[config.mk]
export PLATFORM = sky130hd
export DESIGN_NAME = sketch_bucket_rmw_ctrl
export DESIGN_NICKNAME = d
export VERILOG_FILES = /design/src/rtl/sketch_ctrl_pkg.sv /design/src/rtl/sketch_rmw_fwd_unit.sv /design/src/rtl/sketch_bucket_rmw_ctrl.sv
export SDC_FILE = /design/constraint.sdc
export NUM_CORES = 1
export LEC_CHECK = 0
export CORE_ASPECT_RATIO = 0.8
export CORE_MARGIN = 10
export CORE_UTILIZATION = 50
export DETAILED_ROUTE_END_ITERATION = 6
export GPL_ROUTABILITY_DRIVEN = 1
export GPL_TIMING_DRIVEN = 0
export PLACE_DENSITY = 0.78
export SYNTH_ARGS = -nofsm -noshare
export SYNTH_HDL_FRONTEND = slang
export SYNTH_SLANG_ARGS = --single-unit
[constraint.sdc]
create_clock -name clk -period 18.25 [get_ports clk]
set_input_delay 1.825 -clock clk [delete_from_list [all_inputs] [get_ports clk]]
set_output_delay 1.825 -clock clk [all_outputs]
set_load 0.05 [all_outputs]
[src/rtl/sketch_ctrl_pkg.sv]
// Shared types for the sketch bucket read-modify-write controller.
//   ctrl_state_e : clear-sweep / arbitration FSM states
//   op_kind_e    : kind of operation travelling down the RMW pipe
//   pipe_ctl_t   : per-stage control record (valid + op kind)
// The data fields of each stage (address, delta, sum) are kept beside the record in the top,
// because their widths are parameters of the controller instance.
package sketch_ctrl_pkg;

  typedef enum logic [1:0] {
    StIdle,
    StDrain,
    StSweep,
    StDone
  } ctrl_state_e;

  typedef enum logic {
    OpUpd,
    OpQry
  } op_kind_e;

  typedef struct packed {
    logic     valid;
    op_kind_e kind;
  } pipe_ctl_t;

  localparam pipe_ctl_t PipeEmpty = '{valid: 1'b0, kind: OpUpd};

endpackage

[src/rtl/sketch_rmw_fwd_unit.sv]
// Forward-select mux and adder for the A stage of the bucket RMW pipe.
// Ports:
//   ram_douta : counter value read from the RAM for the A-stage address
//   w_hit     : W stage holds a write to the A-stage address (highest priority)
//   w_sum     : value being written by the W stage
//   wb_hit    : a write to the A-stage address retired in the previous cycle
//   wb_sum    : value of that retired write
//   delta     : zero-extended increment (0 for queries)
//   sum       : updated counter value
// Build option: RMW_SATURATE_EN defined -> sum clamps to all-ones on carry-out,
// otherwise it wraps modulo 2**DW.
module sketch_rmw_fwd_unit #(
  parameter int unsigned DW = 64
) (
  input  logic [DW-1:0] ram_douta,
  input  logic          w_hit,
  input  logic [DW-1:0] w_sum,
  input  logic          wb_hit,
  input  logic [DW-1:0] wb_sum,
  input  logic [DW-1:0] delta,
  output logic [DW-1:0] sum
);

  logic [DW-1:0] base;

  // The RAM read lags two writes behind: the op one ahead is in W, the op two ahead wrote in
  // the same cycle our read was issued (read-before-write), so both must be bypassed.
  always_comb begin
    base = ram_douta;
    if (w_hit) begin
      base = w_sum;
    end else if (wb_hit) begin
      base = wb_sum;
    end
  end

`ifdef RMW_SATURATE_EN
  logic [DW:0] wide_sum;

  always_comb begin
    wide_sum = {1'b0, base} + {1'b0, delta};
    sum      = wide_sum[DW] ? {DW{1'b1}} : wide_sum[DW-1:0];
  end
`else
  always_comb begin
    sum = base + delta;
  end
`endif

endmodule

[src/rtl/sketch_bucket_rmw_ctrl.sv]
// Read-modify-write sequencer for one sketch counter bank in a dual-port RAM
// (port A read with 1-cycle registered latency, port B write, read-before-write on collision).
// Arbitrates counter updates against host queries and provides a full-bank clear sweep.
// Ports:
//   clk, rst_n                        : clock, asynchronous active-low reset
//   upd_valid/upd_ready/upd_addr/
//   upd_delta                         : counter update request (add delta to bucket)
//   qry_valid/qry_ready/qry_addr      : bucket query request
//   rsp_valid/rsp_data                : query result, 1-cycle pulse, two cycles after accept
//   clr_start/clr_busy/clr_done       : bank clear control (start sampled only when idle)
//   ram_addra/ram_douta               : RAM read port
//   ram_web/ram_addrb/ram_dinb        : RAM write port
// Pipe: R (issue read) -> A (forward + add, registered) -> W (write back or respond).
// Build option: RMW_SATURATE_EN (saturating counters, see sketch_rmw_fwd_unit).
module sketch_bucket_rmw_ctrl
  import sketch_ctrl_pkg::*;
#(
  parameter int unsigned DPW = 10,
  parameter int unsigned DW  = 64,
  parameter int unsigned DLW = 16
) (
  input  logic           clk,
  input  logic           rst_n,
  input  logic           upd_valid,
  output logic           upd_ready,
  input  logic [DPW-1:0] upd_addr,
  input  logic [DLW-1:0] upd_delta,
  input  logic           qry_valid,
  output logic           qry_ready,
  input  logic [DPW-1:0] qry_addr,
  output logic           rsp_valid,
  output logic [DW-1:0]  rsp_data,
  input  logic           clr_start,
  output logic           clr_busy,
  output logic           clr_done,
  output logic [DPW-1:0] ram_addra,
  input  logic [DW-1:0]  ram_douta,
  output logic           ram_web,
  output logic [DPW-1:0] ram_addrb,
  output logic [DW-1:0]  ram_dinb
);

  ctrl_state_e state_q, state_d;

  logic           rr_q;  // 1: query wins the next contested cycle
  logic           upd_grant, qry_grant, accept, arb_open;
  logic [DPW-1:0] acc_addr, addra_q;

  pipe_ctl_t      a_ctl_q, w_ctl_q;
  logic [DPW-1:0] a_addr_q, w_addr_q, wb_addr_q;
  logic [DLW-1:0] a_delta_q;
  logic [DW-1:0]  w_sum_q, wb_sum_q, fwd_sum;
  logic           wb_valid_q;
  logic           w_hit, wb_hit, w_is_write;

  logic [DPW:0]   sweep_q;
  logic           sweep_last, sweep_we;

  // ---------------------------------------------------------------- arbitration / R stage
  // A clr_start seen in idle closes the arbiter for that cycle so the clear wins.
  assign arb_open  = (state_q == StIdle) && !clr_start;
  assign upd_grant = arb_open && upd_valid && (!qry_valid || !rr_q);
  assign qry_grant = arb_open && qry_valid && (!upd_valid || rr_q);
  assign accept    = upd_grant || qry_grant;
  assign upd_ready = upd_grant;
  assign qry_ready = qry_grant;
  assign acc_addr  = upd_grant ? upd_addr : qry_addr;

  // Read address only moves for accepted ops; idle cycles re-read the last address.
  assign ram_addra = accept ? acc_addr : addra_q;

  always_ff @(posedge clk or negedge rst_n) begin
    if (!rst_n) begin
      rr_q    <= 1'b0;
      addra_q <= '0;
    end else begin
      addra_q <= ram_addra;
      if (upd_valid && qry_valid && accept) begin
        rr_q <= ~rr_q;
      end
    end
  end

  // ---------------------------------------------------------------- A / W / W+1 stages
  assign w_is_write = w_ctl_q.valid && (w_ctl_q.kind == OpUpd);
  assign w_hit      = w_is_write && (w_addr_q == a_addr_q);
  assign wb_hit     = wb_valid_q && (wb_addr_q == a_addr_q);

  sketch_rmw_fwd_unit #(
    .DW (DW)
  ) u_fwd (
    .ram_douta (ram_douta),
    .w_hit     (w_hit),
    .w_sum     (w_sum_q),
    .wb_hit    (wb_hit),
    .wb_sum    (wb_sum_q),
    .delta     (DW'(a_delta_q)),
    .sum       (fwd_sum)
  );

  always_ff @(posedge clk or negedge rst_n) begin
    if (!rst_n) begin
      a_ctl_q    <= PipeEmpty;
      a_addr_q   <= '0;
      a_delta_q  <= '0;
      w_ctl_q    <= PipeEmpty;
      w_addr_q   <= '0;
      w_sum_q    <= '0;
      wb_valid_q <= 1'b0;
      wb_addr_q  <= '0;
      wb_sum_q   <= '0;
    end else begin
      a_ctl_q <= '{valid: accept, kind: (qry_grant ? OpQry : OpUpd)};
      if (accept) begin
        a_addr_q  <= acc_addr;
        a_delta_q <= upd_grant ? upd_delta : '0;
      end
      w_ctl_q <= a_ctl_q;
      if (a_ctl_q.valid) begin
        w_addr_q <= a_addr_q;
        w_sum_q  <= fwd_sum;
      end
      wb_valid_q <= w_is_write;
      if (w_is_write) begin
        wb_addr_q <= w_addr_q;
        wb_sum_q  <= w_sum_q;
      end
    end
  end

  // ---------------------------------------------------------------- clear FSM
  assign sweep_last = (sweep_q == {1'b0, {DPW{1'b1}}});

  always_ff @(posedge clk or negedge rst_n) begin
    if (!rst_n) begin
      state_q <= StIdle;
      sweep_q <= '0;
    end else begin
      state_q <= state_d;
      if (state_q == StDrain) begin
        sweep_q <= '0;
      end else if (state_q == StSweep) begin
        sweep_q <= sweep_q + 1'b1;
      end
    end
  end

  always_comb begin
    state_d = state_q;
    case (state_q)
      StIdle:  if (clr_start) state_d = StDrain;
      StDrain: if (!a_ctl_q.valid && !w_ctl_q.valid) state_d = StSweep;
      StSweep: if (sweep_last) state_d = StDone;
      StDone:  state_d = StIdle;
      default: state_d = StIdle;
    endcase
  end

  always_comb begin
    clr_busy = (state_q != StIdle);
    clr_done = (state_q == StDone);
    sweep_we = (state_q == StSweep);
  end

  // ---------------------------------------------------------------- RAM write port / response
  assign ram_web   = sweep_we || w_is_write;
  assign ram_addrb = sweep_we ? sweep_q[DPW-1:0] : w_addr_q;
  assign ram_dinb  = sweep_we ? '0 : w_sum_q;
  assign rsp_valid = w_ctl_q.valid && (w_ctl_q.kind == OpQry);
  assign rsp_data  = w_sum_q;

endmodule

==> impl_metrics.env, run 1 <==
export IMPL_die_h_um=161
export IMPL_cts_buffers_inserted=22
export IMPL_grt_pass1_wl_um=70100
export IMPL_skew_ps=10.9
export IMPL_synth_edf_count=0
export IMPL_synth_top_cells_by_area="dfrtp_1 (41%), nand2_1 (9.6%), a21oi_1 (5.0%)"
export IMPL_fp_dieArea_um2=31600
export IMPL_synthXorXnorAreaFrac=0.0501
export IMPL_yosysTopAreaCellShare=0.409
export IMPL_num_vias=12400
export IMPL_synth_top_family_by_area="simple AND/OR/NAND/NOR gates"
export IMPL_crit_path_max_incr_delay_ps=700
export IMPL_critPathTopFamily="buffers and inverters"
export IMPL_insertion_delay_ps=520
export IMPL_antenna_found_initial=1
export IMPL_clockBufferDepth=3
export IMPL_htreeDepth=1
export IMPL_cts_resized=0
export IMPL_syn_instance_count=1448
export IMPL_gr_total_overflow=0
export IMPL_path_max_fanout=10
export IMPL_fin_cells=2068
export IMPL_yosys_area_top_type="dfrtp_1"
export IMPL_drtIter0Drc=1309
export IMPL_dr_pass1_iters=5
export IMPL_synth_compound_area_frac=0.137
export IMPL_design_area_um2=16200
export IMPL_period_share=0.427
export IMPL_power_density_nw_per_um2=206
export IMPL_rows=51
export IMPL_dp_hpwl_um=33400
export IMPL_grt_max_degree=124
export IMPL_drive_gt1_frac=0.0675
export IMPL_core_area_um2=24400
export IMPL_drv_slew=0
export IMPL_cp_common_cell="clkbuf_1"
export IMPL_drt_wirelength_per_cell_um=21.9
export IMPL_nets=1860
export IMPL_leakage_nw=6.91
export IMPL_relSlewSlack=0.140
export IMPL_critPathKind="register to register"
export IMPL_die_w_um=196
export IMPL_synth_mux_area_frac=0.0859
export IMPL_run_status="finished, final reports clean"
export IMPL_syn_num_nets=1576
export IMPL_syn_area_um2=12400
export IMPL_start_kind="register"
export IMPL_fin_setup_tns_ps=0
export IMPL_initial_utilization=0.509
export IMPL_drv_cap=0
export IMPL_worstHoldPathType="register to register"
export IMPL_syn_avg_cell_area_um2=8.57
export IMPL_drtAntennaViolNets=0
export IMPL_critPathSlowestCell="clkbuf_1"
export IMPL_yosys_area_share_simple=0.256
export IMPL_first_global_vias=12200
export IMPL_avgViaCountPerCell=5.98
export IMPL_vdd_ir_drop_max_mv=0.149
export IMPL_placed_cells=2025
export IMPL_io_pins=259
export IMPL_yosysWarnings=0
export IMPL_gp_congestion=0.982
export IMPL_routed_wl_um=45200
export IMPL_rsz0062_at_grt="false"
export IMPL_area_growth_pct=30.7
export IMPL_port_buffers=258
export IMPL_fmax_ghz=0.128
export IMPL_post_cts_buffers=0
export IMPL_utilization=0.666
export IMPL_synth_yosys_seq_area_share=0.409
export IMPL_cts_tree="yes"
export IMPL_required_ps=18690
export IMPL_holdWs_ps=358
export IMPL_placed_area_um2=15400
export IMPL_cts_sinks=203
export IMPL_crit_chain="nand2b_1, clkbuf_1, inv_2, nand4_1, or3_1, clkbuf_1, clkbuf_1, clkbuf_1, clkbuf_1, clkbuf_1, nand2_1, a21boi_0, ha_1, a211o_1, a211oi_1, o21ai_0, a41oi_1, nor4_4, nand4b_4, nor4_4, nand4_1, xor2_1, a21oi_1"
export IMPL_worstSetupEndpointType="register"
export IMPL_worstMarginPinSlew_ps=1280
export IMPL_arrival_ps=8240
export IMPL_finalSetupViolCount=0
export IMPL_synthAdderAreaFrac=0.0238
export IMPL_drc=0
export IMPL_ys_flop_type="dfrtp_1"
export IMPL_grt_use_total=0.275
export IMPL_path_buf_inv=7
export IMPL_hold_violations=0
export IMPL_synth_most_common_cell="nand2_1"
export IMPL_synth_seq_cells=203
export IMPL_cts_root_buf="clkbuf_16"
export IMPL_postCtsHoldBufs=0
export IMPL_clkTransAtPathRegs_ps=70
export IMPL_finalCriticalPeriod_ps=7800
export IMPL_async_reset_ff_frac=1.00
export IMPL_synth_common_cells="nand2_1 (316), dfrtp_1 (203), a21oi_1 (123)"
export IMPL_ys_types=74
[cell usage in the layout, fill, tap and decap left out, drive strengths merged, types with 4 or more instances in the layout]
cell type      instances
a211oi                 6
a21o                  12
a21oi                126
a22o                  15
a31oi                 19
and2                   6
and3                  13
and4                   5
buf                   23
clkbuf                93
clkdlybuf4s50        257
clkinv                 6
dfrtp                203
ha                    22
inv                   28
mux2                  44
mux2i                 57
nand2                317
nand2b                 6
nand3                 31
nand4                 41
nor2                 120
nor2b                 64
nor3                  20
nor3b                  4
nor4                  19
o2111ai                4
o211ai                10
o21ai                 38
o22ai                  4
o31ai                 11
or3                    8
xnor2                 48
xor2                  23
[registers in the layout (all words and copies together) (netlist names)]
signal	count
rsp_data	64
rr_q	1
w_addr_q	10
wb_valid_q	1
sweep_q	11
wb_sum_q	64
state_q	2
a_addr_q	10
a_delta_q	16
wb_addr_q	10
addra_q	10
w_ctl_q	2
a_ctl_q	2
[cells by family (layout without fill, tap and decap cells)]
kind of cell,after synthesis,after routing
other,0,2
adders and majority gates,23,23
xor gates and xnor gates,71,71
and+or+nand+nor,667,667
buffers and inverters,110,410
AOI/OAI and AO/OA,273,273
DFF,203,203
muxes,101,101
[where the power goes]
group	switching [mW]	internal, mW
clock	0.191	0.297
combinational	1.31	0.662
sequential	0.226	0.658
[per-stage QoR]
step | total power, mW | setup WS (ps)
after floorplan | 2.13 | 12470
after global placement | 2.80 | 6710
after detailed placement | 2.84 | 10800
after CTS | 3.33 | 10740
after global routing | 3.50 | 10200
final | 3.34 | 10450
[area by class of cell]
class / count / area (um2)
tap: 318 / 398
fill: 2029 / 8150
clock inverter: 8 / 119
buffer: 81 / 365
multi-input combinational: 1135 / 6860
antenna: 2 / 5.00
clock buffer: 32 / 669
timing repair buffer: 260 / 2620
inverter: 29 / 109
sequential: 203 / 5080
[worst paths after layout]
| kind | from | to | slack (ps) | cells past startpoint |
|---|---|---|---|---|
| hold / removal | a_ctl_q[0] | w_ctl_q[0] | 360 | 0 |
| max in group asynchronous | rst_n | wb_sum_q[48] | 15900 | 2 |
| hold reg to reg | a_ctl_q[0] | w_ctl_q[0] | 360 | 0 |
| setup / recovery | w_ctl_q[1] | rsp_data[45] | 10450 | 23 |
| min in group asynchronous | rst_n | a_delta_q[7] | 1280 | 1 |
| setup reg to reg | w_ctl_q[1] | rsp_data[45] | 10450 | 23 |
[metal layers]
metal / vias to the layer above / wire length (um) / GRT usage
met5: - / 0 / 0
met3: 104 / 4650 / 0.0605
li1: 5595 / - / -
met2: 657 / 20100 / 0.425
met4: 0 / 1290 / 0.0755
met1: 6018 / 19100 / 0.380
Note: power is estimated with default switching activity, not from simulation.
==> run 2, diff against run 1 <==
--- a/config.mk
+++ b/config.mk
@@ -7,11 +7,11 @@
 export LEC_CHECK = 0
 export CORE_ASPECT_RATIO = 0.8
 export CORE_MARGIN = 10
-export CORE_UTILIZATION = 50
+export CORE_UTILIZATION = 47
 export DETAILED_ROUTE_END_ITERATION = 6
 export GPL_ROUTABILITY_DRIVEN = 1
 export GPL_TIMING_DRIVEN = 0
-export PLACE_DENSITY = 0.78
+export PLACE_DENSITY = 0.77
 export SYNTH_ARGS = -nofsm -noshare
 export SYNTH_HDL_FRONTEND = slang
 export SYNTH_SLANG_ARGS = --single-unit
==> constraint.sdc (replaced) <==
create_clock -name clk -period 6.6 [get_ports clk]
set_input_delay 0.66 -clock clk [delete_from_list [all_inputs] [get_ports clk]]
set_output_delay 0.66 -clock clk [all_outputs]
set_load 0.05 [all_outputs]
==> run 2 against run 1 <==
- count of clock-buffer cells in the layout is 3 higher
- clock skew is 5.7 ps higher
- non-clock buffer count is 6 lower
- design area is 0.11% lower
- global-route usage is 1.8 points lower
- combinational power grew to 2.8 times the previous value
- critical endpoint is now rsp_data[62]
- die area is 5.7% higher
==> impl_metrics.env, run 2 (synthesis gave the netlist of run 1 again) <==
export IMPL_run_status="finished, final reports clean"
export IMPL_arrival_ps=6740
export IMPL_vdd_ir_drop_max_mv=0.367
export IMPL_routed_wl_um=44700
export IMPL_cts_root_buf="clkbuf_16"
export IMPL_path_max_fanout=10
export IMPL_timing_rr_start="a_addr_q[2]"
export IMPL_power_density_nw_per_um2=565
export IMPL_required_ps=7050
export IMPL_drt_wirelength_per_cell_um=21.3
export IMPL_critPathKind="register to register"
export IMPL_r2r_end="rsp_data[62]"
export IMPL_htreeDepth=1
export IMPL_fp_dieArea_um2=33300
export IMPL_cts_sinks=203
export IMPL_finalSetupViolCount=0
export IMPL_mostFrequentLayoutCell="nand2_1"
export IMPL_initial_utilization=0.475
export IMPL_core_area_um2=26100
export IMPL_p_int_mw=4.39
export IMPL_design_area_um2=16200
export IMPL_skew_ps=16.5
export IMPL_finalCriticalPeriod_ps=6290
export IMPL_drtAntennaViolNets=0
export IMPL_final_cell_mix="nand2_1 (316), clkdlybuf4s50_1 (257), dfrtp_1 (203), a21oi_1 (123), nor2_1 (120)"
export IMPL_drive_gt1_frac=0.0672
export IMPL_critPathSlowestCell="or3_4"
export IMPL_placed_area_um2=15500
export IMPL_area_growth_pct=30.6
export IMPL_avgViaCountPerCell=5.77
export IMPL_die_h_um=165
export IMPL_antenna_found_initial=1
export IMPL_r2r_cells=19
export IMPL_gp_congestion=0.965
export IMPL_nets=1854
export IMPL_period_share=0.953
export IMPL_comb_power_share=0.595
export IMPL_fin_setup_tns_ps=0
export IMPL_grt_max_degree=119
export IMPL_clockBufferDepth=3
export IMPL_hold_violations=0
export IMPL_leakage_nw=6.87
export IMPL_cts_tree="yes"
export IMPL_p_sw_mw=4.76
export IMPL_gr_total_overflow=0
export IMPL_drc=0
export IMPL_start_kind="register"
export IMPL_port_buffers=258
export IMPL_p_sw_frac=0.520
export IMPL_cts_buffers_inserted=22
export IMPL_pwr_share_clk=0.137
export IMPL_relSlewSlack=0.0687
export IMPL_r2r_setup_slack_ps=310
export IMPL_crit_chain="xnor2_1, nand3_2, or3_4, clkbuf_1, clkbuf_1, a21oi_1, ha_1, inv_1, fa_1, nand2b_1, a21oi_1, o211ai_1, a311oi_1, nor2_1, and4bb_4, and3_4, o2111ai_1, or4_1, a31oi_1"
export IMPL_grt_use_total=0.257
export IMPL_clkTransAtPathRegs_ps=60
export IMPL_rsz0062_at_grt="false"
export IMPL_drv_cap=0
export IMPL_worstMarginPinSlew_ps=1390
export IMPL_power_frac_seq=0.267
export IMPL_insertion_delay_ps=520
export IMPL_drv_slew=0
export IMPL_worstHoldPathType="input port to async pin"
export IMPL_die_w_um=202
export IMPL_dr_pass1_iters=5
export IMPL_drtIter0Drc=1207
export IMPL_postCtsHoldBufs=0
export IMPL_rows=53
export IMPL_first_global_vias=11800
export IMPL_grt_pass1_wl_um=68300
export IMPL_num_vias=12100
export IMPL_fmax_ghz=0.159
export IMPL_crit_path_max_incr_delay_ps=620
export IMPL_dp_hpwl_um=33300
export IMPL_io_pins=259
export IMPL_worstSetupEndpointType="register"
run 2: per-stage QoR:
step	instances	power (mW)	hold WS (ps)	util	setup slack (ps)
finish	2100	9.15	106	0.620	310
global placement	2063	7.75	336	0.591	-3890
detailed placement	2064	7.85	339	0.592	-827
global route	2100	9.61	175	0.620	30.7
CTS	2101	9.14	162	0.620	62.4
floorplan	1448	5.90	331	-	822
run 2: layer usage:
layer,GRT usage,vias up,wire length (um)
met5,0.00148,-,0
met4,0.0692,0,1180
met3,0.0575,84,4250
met2,0.405,597,20000
met1,0.352,5840,19300
li1,-,5591,-
run 2: final cells by class:
class / count / area, um2
flip-flops and latches: 203 / 5080
fillers: 2343 / 9920
multi-input cells: 1135 / 6870
inverters: 29 / 109
clock buffers: 35 / 671
well taps: 357 / 447
repair buffers: 262 / 2640
clock inverters: 5 / 52.6
diodes: 1 / 2.50
plain buffers: 73 / 337
run 2: worst max-delay path by stage:
stage | from | end
floorplan | a_addr_q[9] | rsp_data[62]
global placement | rst_n | rsp_data[9]
detailed placement | w_ctl_q[1] | rsp_data[39]
CTS | w_ctl_q[0] | rsp_data[62]
global route | a_addr_q[2] | rsp_data[62]
finish | a_addr_q[2] | rsp_data[62]
run 2: power groups by stage:
stage / sequential (mW) / clock, mW / combinational, mW
2_1_floorplan: 2.89 / 0 / 3.01
3_5_place_dp: 2.44 / 0 / 5.41
4_1_cts: 2.43 / 1.26 / 5.44
6_report: 2.45 / 1.26 / 5.45
5_1_grt: 2.52 / 1.31 / 5.77
3_3_place_gp: 2.42 / 0 / 5.33
run 2: repair_timing:
| action | in CTS | in global routing |
|---|---|---|
| pin swaps | 0 | 1 |
| hold endpoints to repair | 0 | 0 |
| cloned | 0 | 0 |
| buffers inserted | 1 | 2 |
| setup endpoints to repair | 46 | 11 |
| resized for setup | 7 | 3 |
run 2: critical path, delay by kind of cell, from the launching register on:
| family | cells | cell delay (ps) |
|---|---|---|
| AO/OA/AOI/OAI | 6 | 1400 |
| XOR/XNOR | 1 | 320 |
| adder cells (fa/ha/maj) | 2 | 610 |
| buffers and inverters | 3 | 760 |
| flip-flops | 1 | 450 |
| AND/OR/NAND/NOR | 7 | 2660 |
==> run 3, diff against run 2 <==
--- a/config.mk
+++ b/config.mk
@@ -5,6 +5,7 @@
 export SDC_FILE = /design/constraint.sdc
 export NUM_CORES = 1
 export LEC_CHECK = 0
+export ABC_CLOCK_PERIOD_IN_PS = 6600
 export CORE_ASPECT_RATIO = 0.8
 export CORE_MARGIN = 10
 export CORE_UTILIZATION = 47
@@ -15,3 +16,4 @@
 export SYNTH_ARGS = -nofsm -noshare
 export SYNTH_HDL_FRONTEND = slang
 export SYNTH_SLANG_ARGS = --single-unit
+export TNS_END_PERCENT = 30
==> results of run 3 <==
The final DEF is identical to that of run 2; final timing and power are the same.
